## src/rtl/wta_pkg.sv

```systemverilog
// Shared types and default constants for the winner-take-all readout.
package wta_pkg;

    typedef enum logic [1:0] {
        IDLE  = 2'd0,
        CLEAR = 2'd1,
        RUN   = 2'd2,
        DONE  = 2'd3
    } wta_state_t;

    localparam int DEF_N_OUT      = 10;
    localparam int DEF_CNT_WIDTH  = 12;
    localparam int DEF_TIMEOUT    = 4000;
    localparam int DEF_CLR_CYCLES = 2;

endpackage

```

## src/rtl/first_one_enc.sv

```systemverilog
// Lowest-set-index encoder with any/multi-hot flags; purely combinational, no backpressure.
module first_one_enc #(
    parameter int N  = 10,
    parameter int IW = $clog2(N)
) (
    input  logic [N-1:0]  vec_i,
    output logic          any_o,
    output logic          multi_o,
    output logic [IW-1:0] idx_o
);

    always_comb begin
        idx_o = '0;
        // Scan downward so the lowest set bit is the last one written.
        for (int i = N - 1; i >= 0; i--) begin
            if (vec_i[i]) begin
                idx_o = IW'(i);
            end
        end
    end

    assign any_o   = |vec_i;
    assign multi_o = |(vec_i & (vec_i - N'(1)));

endmodule

```

## src/rtl/wta_readout.sv

```systemverilog
// Runs one classification: clears the neuron array, times the first spike, holds the result.
// Result appears one cycle after detection/timeout and is held until result_ack.
module wta_readout
    import wta_pkg::*;
#(
    parameter int N_OUT      = DEF_N_OUT,
    parameter int CNT_WIDTH  = DEF_CNT_WIDTH,
    parameter int TIMEOUT    = DEF_TIMEOUT,
    parameter int CLR_CYCLES = DEF_CLR_CYCLES
) (
    input  logic                     clk,
    input  logic                     rst,
    input  logic                     start,
    input  logic [N_OUT-1:0]         neuron_outs,
    output logic                     neuron_rst,
    output logic                     busy,
    output logic                     result_valid,
    input  logic                     result_ack,
    output logic [$clog2(N_OUT)-1:0] winner,
    output logic [CNT_WIDTH-1:0]     latency,
    output logic                     tie,
    output logic                     timeout
);

    localparam int IW = $clog2(N_OUT);

    wta_state_t           state_q;
    logic [CNT_WIDTH-1:0] cnt_q;
    logic                 neuron_rst_q;
    logic                 busy_q;
    logic                 valid_q;
    logic [IW-1:0]        winner_q;
    logic [CNT_WIDTH-1:0] latency_q;
    logic                 tie_q;
    logic                 timeout_q;

    logic                 hit_d;
    logic                 multi_d;
    logic [IW-1:0]        idx_d;

    first_one_enc #(
        .N  (N_OUT),
        .IW (IW)
    ) u_enc (
        .vec_i   (neuron_outs),
        .any_o   (hit_d),
        .multi_o (multi_d),
        .idx_o   (idx_d)
    );

    // cnt_q counts clear cycles in CLEAR and RUN cycles in RUN.
    always_ff @(posedge clk or negedge rst) begin
        if (!rst) begin
            state_q      <= IDLE;
            cnt_q        <= '0;
            neuron_rst_q <= 1'b1;
            busy_q       <= 1'b0;
            valid_q      <= 1'b0;
            winner_q     <= '0;
            latency_q    <= '0;
            tie_q        <= 1'b0;
            timeout_q    <= 1'b0;
        end else begin
            case (state_q)
                IDLE: begin
                    if (start) begin
                        state_q      <= CLEAR;
                        cnt_q        <= '0;
                        neuron_rst_q <= 1'b0;
                        busy_q       <= 1'b1;
                    end
                end
                CLEAR: begin
                    if (cnt_q == CNT_WIDTH'(CLR_CYCLES - 1)) begin
                        state_q      <= RUN;
                        cnt_q        <= '0;
                        neuron_rst_q <= 1'b1;
                    end else begin
                        cnt_q <= cnt_q + 1'b1;
                    end
                end
                RUN: begin
                    // Detection is tested first so it beats a coincident timeout.
                    if (hit_d) begin
                        state_q   <= DONE;
                        valid_q   <= 1'b1;
                        winner_q  <= idx_d;
                        tie_q     <= multi_d;
                        latency_q <= cnt_q;
                        timeout_q <= 1'b0;
                    end else if (cnt_q == CNT_WIDTH'(TIMEOUT - 1)) begin
                        state_q   <= DONE;
                        valid_q   <= 1'b1;
                        winner_q  <= '0;
                        tie_q     <= 1'b0;
                        latency_q <= CNT_WIDTH'(TIMEOUT);
                        timeout_q <= 1'b1;
                        cnt_q     <= CNT_WIDTH'(TIMEOUT);
                    end else begin
                        cnt_q <= cnt_q + 1'b1;
                    end
                end
                DONE: begin
                    if (result_ack) begin
                        state_q <= IDLE;
                        valid_q <= 1'b0;
                        busy_q  <= 1'b0;
                    end
                end
                default: begin
                    state_q      <= IDLE;
                    neuron_rst_q <= 1'b1;
                    busy_q       <= 1'b0;
                    valid_q      <= 1'b0;
                end
            endcase
        end
    end

    assign neuron_rst   = neuron_rst_q;
    assign busy         = busy_q;
    assign result_valid = valid_q;
    assign winner       = winner_q;
    assign latency      = latency_q;
    assign tie          = tie_q;
    assign timeout      = timeout_q;

endmodule

```

## config.mk

```make
export PLATFORM = sky130hd
export DESIGN_NAME = wta_readout
export DESIGN_NICKNAME = d
export VERILOG_FILES = /design/src/rtl/wta_pkg.sv /design/src/rtl/first_one_enc.sv /design/src/rtl/wta_readout.sv
export SDC_FILE = /design/constraint.sdc
export NUM_CORES = 1
export LEC_CHECK = 0
export BUFFER_PORTS_ARGS = -buffer_cell sky130_fd_sc_hd__buf_2
export CELL_PAD_IN_SITES_DETAIL_PLACEMENT = 0
export CELL_PAD_IN_SITES_GLOBAL_PLACEMENT = 1
export CORE_UTILIZATION = 43
export DETAILED_ROUTE_END_ITERATION = 12
export PLACE_DENSITY = 0.87
export SLEW_MARGIN = 20
export SYNTH_ARGS = -nofsm -noshare
export SYNTH_HDL_FRONTEND = slang
export SYNTH_HIERARCHICAL = 1
export SYNTH_SLANG_ARGS = --single-unit
```

## constraint.sdc

```tcl
create_clock -name clk -period 2.55 [get_ports clk]
set_input_delay 0 -clock clk [delete_from_list [all_inputs] [get_ports clk]]
set_output_delay 0 -clock clk [all_outputs]
set_load 0.05 [all_outputs]
```

# Word-level counts from Yosys, hierarchy flattened
# Cells that the tools add are included.
[classes]
mux = 37
n_reduce_logical = 14
n_eq_ne = 10
add_sub_neg = 2
bitwise_logic = 1
[ops]
columns = ["operator", "count"]
rows = [
  ["$mux 12", 6],
  ["$mux 4", 12],
  ["$pmux 12 s3", 1],
  ["$reduce_or 10->1", 2],
  ["$add 12x1->12 const B", 1],
  ["$eq 12x1->1 const B", 1],
  ["$eq 12x12->1 const B", 1],
  ["$reduce_and 3->1", 4],
  ["$and 10x10->10", 1],
  ["$mux 2", 5],
  ["$sub 10x1->10 const B", 1],
  ["$mux 1", 9],
  ["$ne 2x2->1 const B", 4],
  ["$pmux 2 s4", 1],
  ["$reduce_bool 2->1", 4],
  ["$pmux 1 s2", 3],
  ["$eq 2x2->1 const B", 2],
  ["$reduce_and 4->1", 1],
  ["$ne 3x3->1 const B", 1],
  ["$reduce_bool 3->1", 1],
  ["$eq 2x1->1 const B", 1],
  ["$logic_not 2->1", 1],
  ["$reduce_and 2->1", 1],
]
[word_totals]
register_bits = 35
in_bits = 14
output_inout_bits = 21

# Longest topological paths before layout
# Gate-level depths: netlist of the first run.
[logic_depth]
depth_word = 11
ltp_mapped = 8

# Cells and area by module
# Netlist of the first run, hierarchy kept.
[modules_own_cells]
columns = ["module", "area_each_um2", "seq_area_each_um2", "cells_each", "instances"]
rows = [
  ["wta_readout", 1936.9, 877.1, 188, 1],
  ["first_one_enc", 170.2, 0.0, 28, 1],
]

# Worst setup path before layout of the first run
# No wires, ideal clock.
[synth_timing]
kind = "reg-to-reg"
start = "reg state_q[0]"
end = "reg cnt_q[6]"
path_buffers = 1
t_arrival_ns = 1.795
path_stages_with_launch = 8
slack_ns = 0.668
required_ns = 2.463
path_cell_list = "dfrtp_1 -> inv_1 -> ha_1 -> buf_6 -> and2_4 -> or3_1 -> or3_1 -> o211ai_1"
[synth_between]
elab_chain_cells = 3
word_cells_on_any_way = 8
cone_classes = "eq/ne (4); mux (1); reduce/logical (3)"
[synth_lines]
columns = ["element", "line", "text"]
rows = [
  ["start, declared", "wta_readout.sv:27", "wta_state_t state_q;"],
  ["start signal, assigned", "wta_readout.sv:54", "state_q <= IDLE;"],
  ["start signal, assigned", "wta_readout.sv:67", "state_q <= CLEAR;"],
  ["start signal, assigned", "wta_readout.sv:75", "state_q <= RUN;"],
  ["$eq 2x2->1 (tied with other cells)", "wta_readout.sv:64", "case (state_q)"],
  ["$ne 2x2->1 (no line) or $reduce_bool 3->1 (tied branches)", "--", ""],
  ["$reduce_and 3->1 (no line)", "--", ""],
  ["end signal, assigned", "wta_readout.sv:79", "cnt_q <= cnt_q + 1'b1;"],
  ["end signal, assigned", "wta_readout.sv:98", "cnt_q <= CNT_WIDTH'(TIMEOUT);"],
  ["end signal, assigned", "wta_readout.sv:100", "cnt_q <= cnt_q + 1'b1;"],
  ["end, declared", "wta_readout.sv:28", "logic [CNT_WIDTH-1:0] cnt_q;"],
]
# Several ways; a longest one is shown, not always the timed one.
# A chain may end at the register's enable or synchronous reset.

# Final worst setup path of the first run
# Ends and elaborated chain as after synthesis.

==> flow_summary_export.csv, run 1 <==
group,metric,value,unit
power_and_ir_drop,power.static_leakage,1.09,nW
setup_path,cp_slowest_cell,"or3_1",
drt,route.met2.wl,2010,um
setup_path,worstSetupPathType,"reg2reg",
synth,synth_flop_cell,"dfrtp_1",
drt,met3_length,214,um
cts,cts.sinks,35,
setup_path,crit_chain,"inv_1 > ha_1 > and2_4 > or3_1 > or3_1 > o211ai_1",
die,pin_count,35,
timing,finalCritPeriodShare,0.829,
synth,yosys_register_bits,35,
timing,slew_headroom,0.473,
die,rows,25,
synth,synth_area,2110,um2
placed_design,gp_congestion,0.853,
synth,yosysWarnings,6,
timing,rsz0062_at_grt,"false",
timing,max_freq,473,MHz
synth,avgSynthCellArea,9.75,um2
final_layout,diodes,0,
power_and_ir_drop,ir_drop,511,uV
setup_path,startpoint_type,"flop",
synth,syn_nets,238,
final_layout,fill_cells,454,
timing,fin_crit,2.11,ns
final_layout,drive_gt1_frac,0.217,
global_route,antenna_found_initial,0,
final_layout,final_util,0.504,
global_route,grt_pass1_wl,7790,um
global_route,grt_max_degree,36,
cts,clk_pin_slew,0.07,ns
flow_run,max_cap_violations,0,
setup_path,cp.required,2.75,ns
drt,routed_via_density,5.58,
worst_hold_path,hp-class,"in2reg",
setup_path,cpPeakStageDelay,0.53,ns
final_layout,multi_input_area,1110,um2
cts,root_buffer,"clkbuf_8",
die,dieArea,5180,um2
timing,setup-tns-final,0,ns
placed_design,dp_hpwl,3230,um
setup_path,worstSetupEndpointType,"flop",
drt,wl,4540,um
global_route,grt_pass1_vias,1620,
cts,numCtsBuffers,5,
setup_path,cp.buffers_inverters,1,
drt,drtIter0Drc,111,
timing,hold_viol,0,
drt,firstDrtPassIters,4,
cts,cts_max_level,2,
power_and_ir_drop,power_density,903,nW/um2
drt,drcViolationCount,0,
cts,clockBufferDepth,2,
die,core_area,4720,um2
die,initial_core_util,0.446,
final_layout,seqCellArea,877,um2
final_layout,synthToLayoutAreaGrowth,13.0,%
outcome,status,"complete, no violations",
global_route,grt_use_total,0.193,
timing,skew,0.00661,ns
synth,synth_edf_count,0,
final_layout,finalNetCount,270,
drt,vias,1764,
drt,avgRoutedWirePerCell,14.4,um
synth,ys_seq_area_frac,0.416,
cts,clock_latency,0.29,ns
setup_path,crit_fanout,14,
setup_path,cp_top_family,"simple AND/OR/NAND/NOR gates",
timing,setup_viol,0,
synth,synth_cells,216,
timing,slew_violations,0,
synth,synth.distinct_cells,53,
drt,postRouteAntennaNets,0,
die,die_width,72,um
timing,worstMarginPinSlew,0.791,ns
synth,async_reset_ff_frac,1.00,
cts,cts_tree,"built",
placed_design,port_buffers,34,
drt,top_layer_used,"met4",
global_route,grt-ovfl-total,0,
setup_path,critPathArrivalTime,2.31,ns
setup_path,cp_common_cell,"or3_1",
die,dieHeight,72,um
drt,wl_met1,2260,um
==> kinds of logic after synthesis <==
logic type	after synthesis	synth area share
fa+ha+maj	9	0.0523
mux	2	0.0101
compound gates	75	0.261
simple gates	74	0.204
buf+inv	21	0.0570
flops	35	0.416
==> placed cells by master (no fill, tap or decap), types with 2 or more instances in the layout <==
cell / instances
inv_1: 9
a31oi_1: 3
and3_1: 4
nand2_1: 16
buf_4: 2
nor2_1: 12
buf_2: 34
a22o_1: 16
dfrtp_1: 34
a21boi_0: 2
nor3_1: 6
o22a_1: 2
a21oi_1: 6
ha_1: 8
nand4_1: 5
nor4_1: 3
clkbuf_8: 5
nand3_1: 5
clkbuf_1: 2
o21ai_1: 7
a221oi_2: 2
and4_1: 2
or3_1: 2
a21o_1: 2
o211ai_1: 4
nor2b_1: 9
o21ai_0: 18
==> worst reg2reg max path, delay by kind of cell, from the launching register on <==
kind            cells  cell delay, ns
compound gates      1            0.17
simple gates        3            1.13
flops               1            0.42
buf+inv             1            0.10
fa+ha+maj           1            0.22
==> state kept, by name (all words and copies together) (netlist names) <==
signal        flops
cnt_q            12
result_valid      1
busy              1
winner            4
latency          12
tie               1
neuron_rst        1
timeout           1
state_q           2
==> area by class of cell <==
cell class                 instances  share of cell area
tap                               67              0.0352
timing repair buffer              37              0.0820
clock inverter                     1             0.00210
multi-input combinational        160               0.466
inverter                           9              0.0142
sequential                        35               0.368
clock buffer                       7              0.0321
==> worst paths after layout <==
| path | startpoint | end | cells after the start | slack [ns] |
|---|---|---|---|---|
| min in group asynchronous | rst | winner[1] | 2 | 0.34 |
| worst max-delay path | state_q[0] | cnt_q[6] | 6 | 0.44 |
| worst max register to register | state_q[0] | cnt_q[6] | 6 | 0.44 |
| worst min-delay path | result_ack | result_valid | 3 | 0.01 |
| max in group asynchronous | rst | cnt_q[4] | 2 | 1.71 |
| worst min register to register | winner[0] | winner[0] | 1 | 0.50 |
==> layer usage <==
layer  vias up  track usage
met5         -            0
met4         0       0.0654
met3         5       0.0361
met2        56        0.290
met1       821        0.279
li1        882            -
==> synthesized netlist by cell type, types with 6 or more instances <==
cell,instances,area share
dfrtp_1,34,0.40
a22o_1,16,0.067
nand2_1,16,0.029
o21ai_0,18,0.043
o21ai_1,7,0.017
inv_1,9,0.016
nor2b_1,9,0.027
nor2_1,12,0.021
a21oi_1,6,0.014
ha_1,8,0.048
nor3_1,6,0.014
==> report_power, final <==
group          total (mW)  internal (mW)  switching, mW  leakage, nW
clock               0.382          0.191          0.191       0.0422
sequential          0.728          0.650         0.0779        0.468
combinational        1.04          0.320          0.719        0.581
==> metrics by stage <==
stage	hold WS (ns)	instances	area [um2]	power (mW)	setup slack, ns
after global routing	0.0273	316	2380	2.31	0.300
after floorplan	-0.296	216	2110	1.56	0.668
after global placement	0.129	307	2290	1.76	0.379
after CTS	0.00978	316	2380	2.17	0.420
final	0.0110	316	2380	2.15	0.436
after detailed placement	0.137	307	2290	1.77	0.316
==> repair_timing <==
| action | 4_1_cts | 5_1_grt |
|---|---|---|
| setup buffers | 0 | 0 |
| hold endpoints to repair | 34 | 0 |
| hold buffers | 1 | 0 |
| endpoints found under the setup margin | 0 | 0 |
| gates resized for setup | 0 | 0 |
(Power assumes the default switching activity.)
==> inputs of run 2 (changes only) <==
Settings changed: ABC_AREA from default to 1, CORE_UTILIZATION 43 to 37, PLACE_DENSITY 0.87 to 0.84.
Clock period 2.55 ns to 1.9 ns, I/O delays scaled along.
==> run 2 against run 1 <==
Effect of this change:
- clock skew increased by 0.0019 ns
- flip-flop and latch count is the same
- critical path depth is 7 higher
- via count grew 11%
- die area grew 22%
- final cell count up 31%
- sequential power up 47%
- utilization is 4.2 points lower
- wire length up 8.8%
- largest power group unchanged
- first-iteration DRC count rose by 35%
- largest cell class unchanged
==> flow_summary_export.csv, run 2 <==
group,metric,value,unit
outcome,status,"complete, no violations",
cts,clock_latency,0.30,ns
synth,synth_top_family_by_area,"simple AND/OR/NAND/NOR gates",
setup_path,worstSetupEndpointType,"flop",
die,initial_core_util,0.393,
synth,synthAdderAreaFrac,0.0451,
power_and_ir_drop,power_density,1390,nW/um2
die,dieHeight,79.5,um
die,pin_count,35,
synth,async_reset_ff_frac,1.00,
power_and_ir_drop,intPower,1.84,mW
synth,yosysTopAreaCellShare,0.383,
cts,clockBufferDepth,2,
synth,yosys.area.top_type,"dfrtp_1",
power_and_ir_drop,ir_drop,806,uV
setup_path,crit_chain,"dlygate4sd3_1 > buf_2 > nor2_2 > nand2_2 > inv_1 > nand2_1 > inv_1 > nand2_1 > nand2_4 > buf_4 > nand2_4 > a21oi_1 > nor2_1",
power_and_ir_drop,power.static_leakage,1.41,nW
worst_hold_path,hp-class,"in2reg",
synth,ys_seq_area_frac,0.395,
die,rows,27,
cts,cts_hold_buf,3,
final_layout,drive_gt1_frac,0.228,
final_layout,finalNetCount,363,
drt,routed_via_density,4.72,
drt,firstDrtPassIters,4,
power_and_ir_drop,netSwitchingFraction,0.493,
flow_run,max_cap_violations,0,
synth,yosysWarnings,6,
drt,postRouteAntennaNets,0,
final_layout,final_cell_mix,"nand2_1, nand3_1, inv_1",
setup_path,worstSetupPathType,"in2reg",
cts,post_cts_resized,0,
setup_path,r2r_setup_slack,0.22,ns
timing,setup-tns-final,0,ns
worst_hold_path,hold_end,"tie",
die,core_area,5640,um2
setup_path,r2r_cells,7,
die,die_width,79.5,um
synth,synth_edf_count,0,
global_route,grt_max_degree,36,
drt,drtIter0Drc,150,
cts,root_buffer,"clkbuf_8",
timing,finalCritPeriodShare,0.898,
synth,synth.most_common_cell,"nand2_1",
power_and_ir_drop,finalPower,3.64,mW
global_route,grt_use_total,0.175,
drt,vias,1956,
timing,hold_viol,0,
final_layout,mostFrequentLayoutCell,"nand2_1",
final_layout,synthToLayoutAreaGrowth,17.5,%
setup_path,reg2reg_to,"cnt_q[5]",
cts,cts_setup_buffers,0,
drt,avgRoutedWirePerCell,11.9,um
die,dieArea,6310,um2
synth,synth-compound-area-share,0.0733,
setup_path,critPathArrivalTime,1.89,ns
timing,setup_viol,0,
setup_path,crit_fanout,17,
power_and_ir_drop,pwr-share-clk,0.188,
global_route,grt-ovfl-total,0,
timing,slew_violations,0,
synth,netlist_top_cells_area,"dfrtp_1, nand2_1, nand3_1",
worst_hold_path,min_from,"neuron_outs[4]",
timing,skew,0.00851,ns
timing,rsz0062_at_grt,"false",
synth,netlist_top_cells_count,"nand2_1, nand3_1, inv_1",
global_route,grt_pass1_vias,1792,
drt,wl,4930,um
power_and_ir_drop,seq_power_share,0.294,
synth,synthMuxAreaShare,0,
drt,drcViolationCount,0,
synth,synth.distinct_cells,27,
synth,synth_xor_area_frac,0.0158,
setup_path,r2r_start,"state_q[0]",
cts,clk_pin_slew,0.07,ns
power_and_ir_drop,power.share.combinational,0.518,
cts,cts.sinks,35,
synth,synth_cells,298,
timing,slew_headroom,0.456,
cts,numCtsBuffers,5,
global_route,grt_pass1_wl,8250,um
power_and_ir_drop,net-switching-power,1.79,mW
synth,yosys_register_bits,35,
placed_design,port_buffers,34,
cts,cts_max_level,2,
setup_path,startpoint_type,"input pin",
timing,fin_crit,1.71,ns
setup_path,cp_slowest_cell,"dlygate4sd3_1",
synth,synth_area,2220,um2
final_layout,diodes,0,
timing,max_freq,586,MHz
synth,yosys.area_share.simple,0.387,
synth,avgSynthCellArea,7.45,um2
synth,synth_flop_cell,"dfrtp_1",
placed_design,gp_congestion,0.820,
setup_path,cpPeakStageDelay,0.53,ns
cts,cts_tree,"built",
timing,worstMarginPinSlew,0.815,ns
setup_path,cp.required,2.09,ns
worst_hold_path,hold_depth,5,
global_route,antenna_found_initial,0,
synth,syn_nets,320,
placed_design,dp_hpwl,3730,um
[run 2: changes by cell type in the layout (fill, tap and decap cells not counted), moves of 5 or more]
cell     before  now
nor3_1        6    1
a22o_1       16    0
o21ai_1       7    0
nand3_1       5   36
inv_1         9   35
nor2b_1       9    0
nor2_2        0    8
nor2_1       12   25
nand2_1      16   87
[run 2: worst max path at each step]
stage / from / to / slack [ns] / depth (start not counted)
2_1_floorplan: state_q[0] / cnt_q[7] / 0.35 / 10
3_3_place_gp: state_q[0] / cnt_q[5] / 0.21 / 7
3_5_place_dp: state_q[0] / cnt_q[5] / 0.22 / 7
4_1_cts: neuron_outs[0] / result_valid / 0.18 / 13
5_1_grt: neuron_outs[0] / result_valid / 0.0005 / 13
6_report: neuron_outs[0] / result_valid / 0.19 / 13
[run 2: layer usage]
layer / vias up / global-route usage / part of all wire
met5: - / 0 / 0
met4: 0 / 0.0764 / 0.016
met3: 5 / 0.0411 / 0.024
met2: 30 / 0.285 / 0.48
li1: 1026 / - / -
met1: 895 / 0.219 / 0.48
[run 2: worst max-delay path: cells and delay by family]
family	cells	cell delay [ns]
buffers and inverters	5	1.01
and+or+nand+nor	7	0.73
AOI/OAI and AO/OA	1	0.15
[run 2: cells by family (layout without fill, tap and decap cells)]
group           count (synthesis)  count (layout)
xor+xnor                        4               4
flops                          35              35
compound gates                 29              29
buf+inv                        43              87
fa+ha+maj                       8               8
simple gates                  179             179
[run 2: area by class of cell]
type	instances	area, um2
fillers	587	3030
multi-input cells	220	1160
flip-flops and latches	35	877
repair buffers	41	230
inverters	38	143
well taps	72	90.1
clock buffers	5	68.8
clock inverters	3	43.8
[run 2: power groups by stage]
| stage | Sequential [mW] | Combinational, mW | Clock (mW) |
|---|---|---|---|
| floorplan | 1.61 | 0.963 | 0 |
| global placement | 1.08 | 1.88 | 0 |
| detailed placement | 1.09 | 1.90 | 0 |
| CTS | 1.07 | 1.91 | 0.706 |
| global route | 1.10 | 2.06 | 0.738 |
| finish | 1.07 | 1.88 | 0.685 |
[run 2: stage by stage]
step                worst slack (ns)  hold WS, ns   util  area (um2)  std cells
floorplan                      0.346       -0.296      -        2220        298
global placement               0.213        0.133  0.437        2470        403
detailed placement             0.217        0.139  0.437        2470        403
CTS                            0.182       0.0565  0.462        2610        414
global route                0.000478       0.0807  0.462        2610        414
finish                         0.194       0.0547  0.462        2610        414
==> inputs of run 3 (changes only) <==
Settings changed: CORE_UTILIZATION 37 to 41, PLACE_DENSITY 0.84 to 0.87.
Clock period 1.9 ns to 1.95 ns, I/O delays scaled along.
==> run 3 against run 2 <==
Effect of this change:
- critical path depth fell by 7
- worst hold slack got worse by 0.039 ns
- global-route usage rose by 1.3 points
- first-iteration DRC count rose by 11%
- wire length fell by 4.0%
- largest power group unchanged
- highest routed layer unchanged
==> flow_summary_export.csv, run 3 (synthesis gave the netlist of run 2 again) <==
group,metric,value,unit
die,rows,26,
final_layout,mostFrequentLayoutCell,"nand2_1",
timing,worstMarginPinSlew,0.805,ns
outcome,status,"complete, no violations",
timing,skew,0.00486,ns
drt,drtIter0Drc,166,
placed_design,port_buffers,34,
setup_path,crit_cells,6,
die,initial_core_util,0.429,
drt,routed_via_density,4.73,
global_route,grt-ovfl-total,0,
final_layout,finalNonFillerCells,408,
die,dieArea,5710,um2
setup_path,r2r_start,"state_q[0]",
cts,numCtsBuffers,5,
die,die_width,75.6,um
timing,max_freq,575,MHz
timing,slew_violations,0,
cts,cts_tree,"built",
power_and_ir_drop,ir_drop,489,uV
setup_path,r2r_cells,6,
global_route,antenna_found_initial,0,
worst_hold_path,hp-class,"in2reg",
timing,slew_headroom,0.464,
cts,clockBufferDepth,2,
timing,hold_viol,0,
setup_path,critPathArrivalTime,1.95,ns
drt,wl,4740,um
final_layout,final_cell_mix,"nand2_1, nand3_1, inv_1",
placed_design,gp_congestion,0.820,
global_route,grt_max_degree,36,
final_layout,finalNetCount,360,
global_route,grt_use_total,0.188,
placed_design,dpl.cell_count,399,
setup_path,cp_slowest_cell,"dfrtp_1",
setup_path,cpPeakStageDelay,0.43,ns
setup_path,cp.buffers_inverters,1,
setup_path,worstSetupPathType,"reg2reg",
power_and_ir_drop,power.static_leakage,1.39,nW
cts,cts.sinks,35,
drt,avgRoutedWirePerCell,11.6,um
timing,setup-tns-final,0,ns
die,core_area,5170,um2
worst_hold_path,min_from,"neuron_outs[0]",
timing,setup_viol,0,
cts,root_buffer,"clkbuf_8",
placed_design,dp_hpwl,3670,um
drt,drcViolationCount,0,
setup_path,cp.required,2.16,ns
global_route,grt_pass1_wl,8020,um
drt,postRouteAntennaNets,0,
power_and_ir_drop,power_density,1320,nW/um2
die,pin_count,35,
die,dieHeight,75.6,um
setup_path,worstSetupStartpoint,"state_q[0]",
setup_path,crit_chain,"inv_1 > ha_1 > nand4_4 > nand2_4 > nor2_1 > a21oi_1",
setup_path,cp_top_family,"simple AND/OR/NAND/NOR gates",
timing,rsz0062_at_grt,"false",
setup_path,crit_fanout,14,
cts,clock_latency,0.28,ns
cts,cts_setup_buffers,0,
setup_path,startpoint_type,"flop",
final_layout,diodes,0,
timing,fin_crit,1.74,ns
final_layout,drive_gt1_frac,0.222,
cts,clk_pin_slew,0.07,ns
timing,finalCritPeriodShare,0.891,
flow_run,max_cap_violations,0,
global_route,grt_pass1_vias,1760,
drt,vias,1931,
worst_hold_path,hold_depth,4,
cts,cts_max_level,2,
drt,firstDrtPassIters,4,
final_layout,synthToLayoutAreaGrowth,15.2,%
setup_path,worstSetupEndpointType,"flop",
-- run 3: worst paths after layout --
kind	endpoint	slack (ns)
setup / recovery	latency[11]	0.21
hold / removal	winner[0]	0.02
setup reg to reg	latency[11]	0.21
hold reg to reg	neuron_rst	0.47
max in group asynchronous	cnt_q[4]	1.11
min in group asynchronous	latency[1]	0.34
-- run 3: report_power, final --
part	switching [mW]	internal (mW)	total (mW)
Sequential	0.112	0.923	1.04
Combinational	1.33	0.480	1.81
Clock	0.249	0.277	0.526
Total	1.69	1.68	3.37
-- run 3: area by class of cell --
type,count,area [um2]
fillers,515,2620
multi-input cells,220,1160
flip-flops and latches,35,877
repair buffers,38,205
inverters,38,143
well taps,70,87.6
clock buffers,6,82.6
clock inverters,1,5.00
-- run 3: repair_timing --
action                                  4_1_cts  5_1_grt
hold buffers                                  2        0
endpoints found under the setup margin        0        0
resized for setup                             0        0
hold endpoints to repair                     35        0
-- run 3: routing by layer --
layer | track usage | share of wire | vias up
li1 | - | - | 1016
met1 | 0.258 | 0.50 | 864
met2 | 0.296 | 0.46 | 42
met3 | 0.0410 | 0.031 | 9
met4 | 0.0617 | 0.014 | 0
met5 | 0 | 0 | -
-- run 3: per-stage QoR --
stage                     setup slack, ns  hold WS [ns]  instance area (um2)   util  power (mW)
after CTS                           0.173        0.0156                 2560  0.494        3.41
after detailed placement            0.199         0.137                 2450  0.473        2.87
final                               0.212        0.0161                 2560  0.494        3.37
after global routing               0.0236        0.0321                 2560  0.494        3.66
after floorplan                     0.396        -0.296                 2220      -        2.51
after global placement              0.265         0.134                 2450  0.473        2.85
-- run 3: worst min-delay path: stages --
cell and delay (ns):
buf_2 0.11, a21oi_1 0.05, nand2_1 0.06, nand2_1 0.05
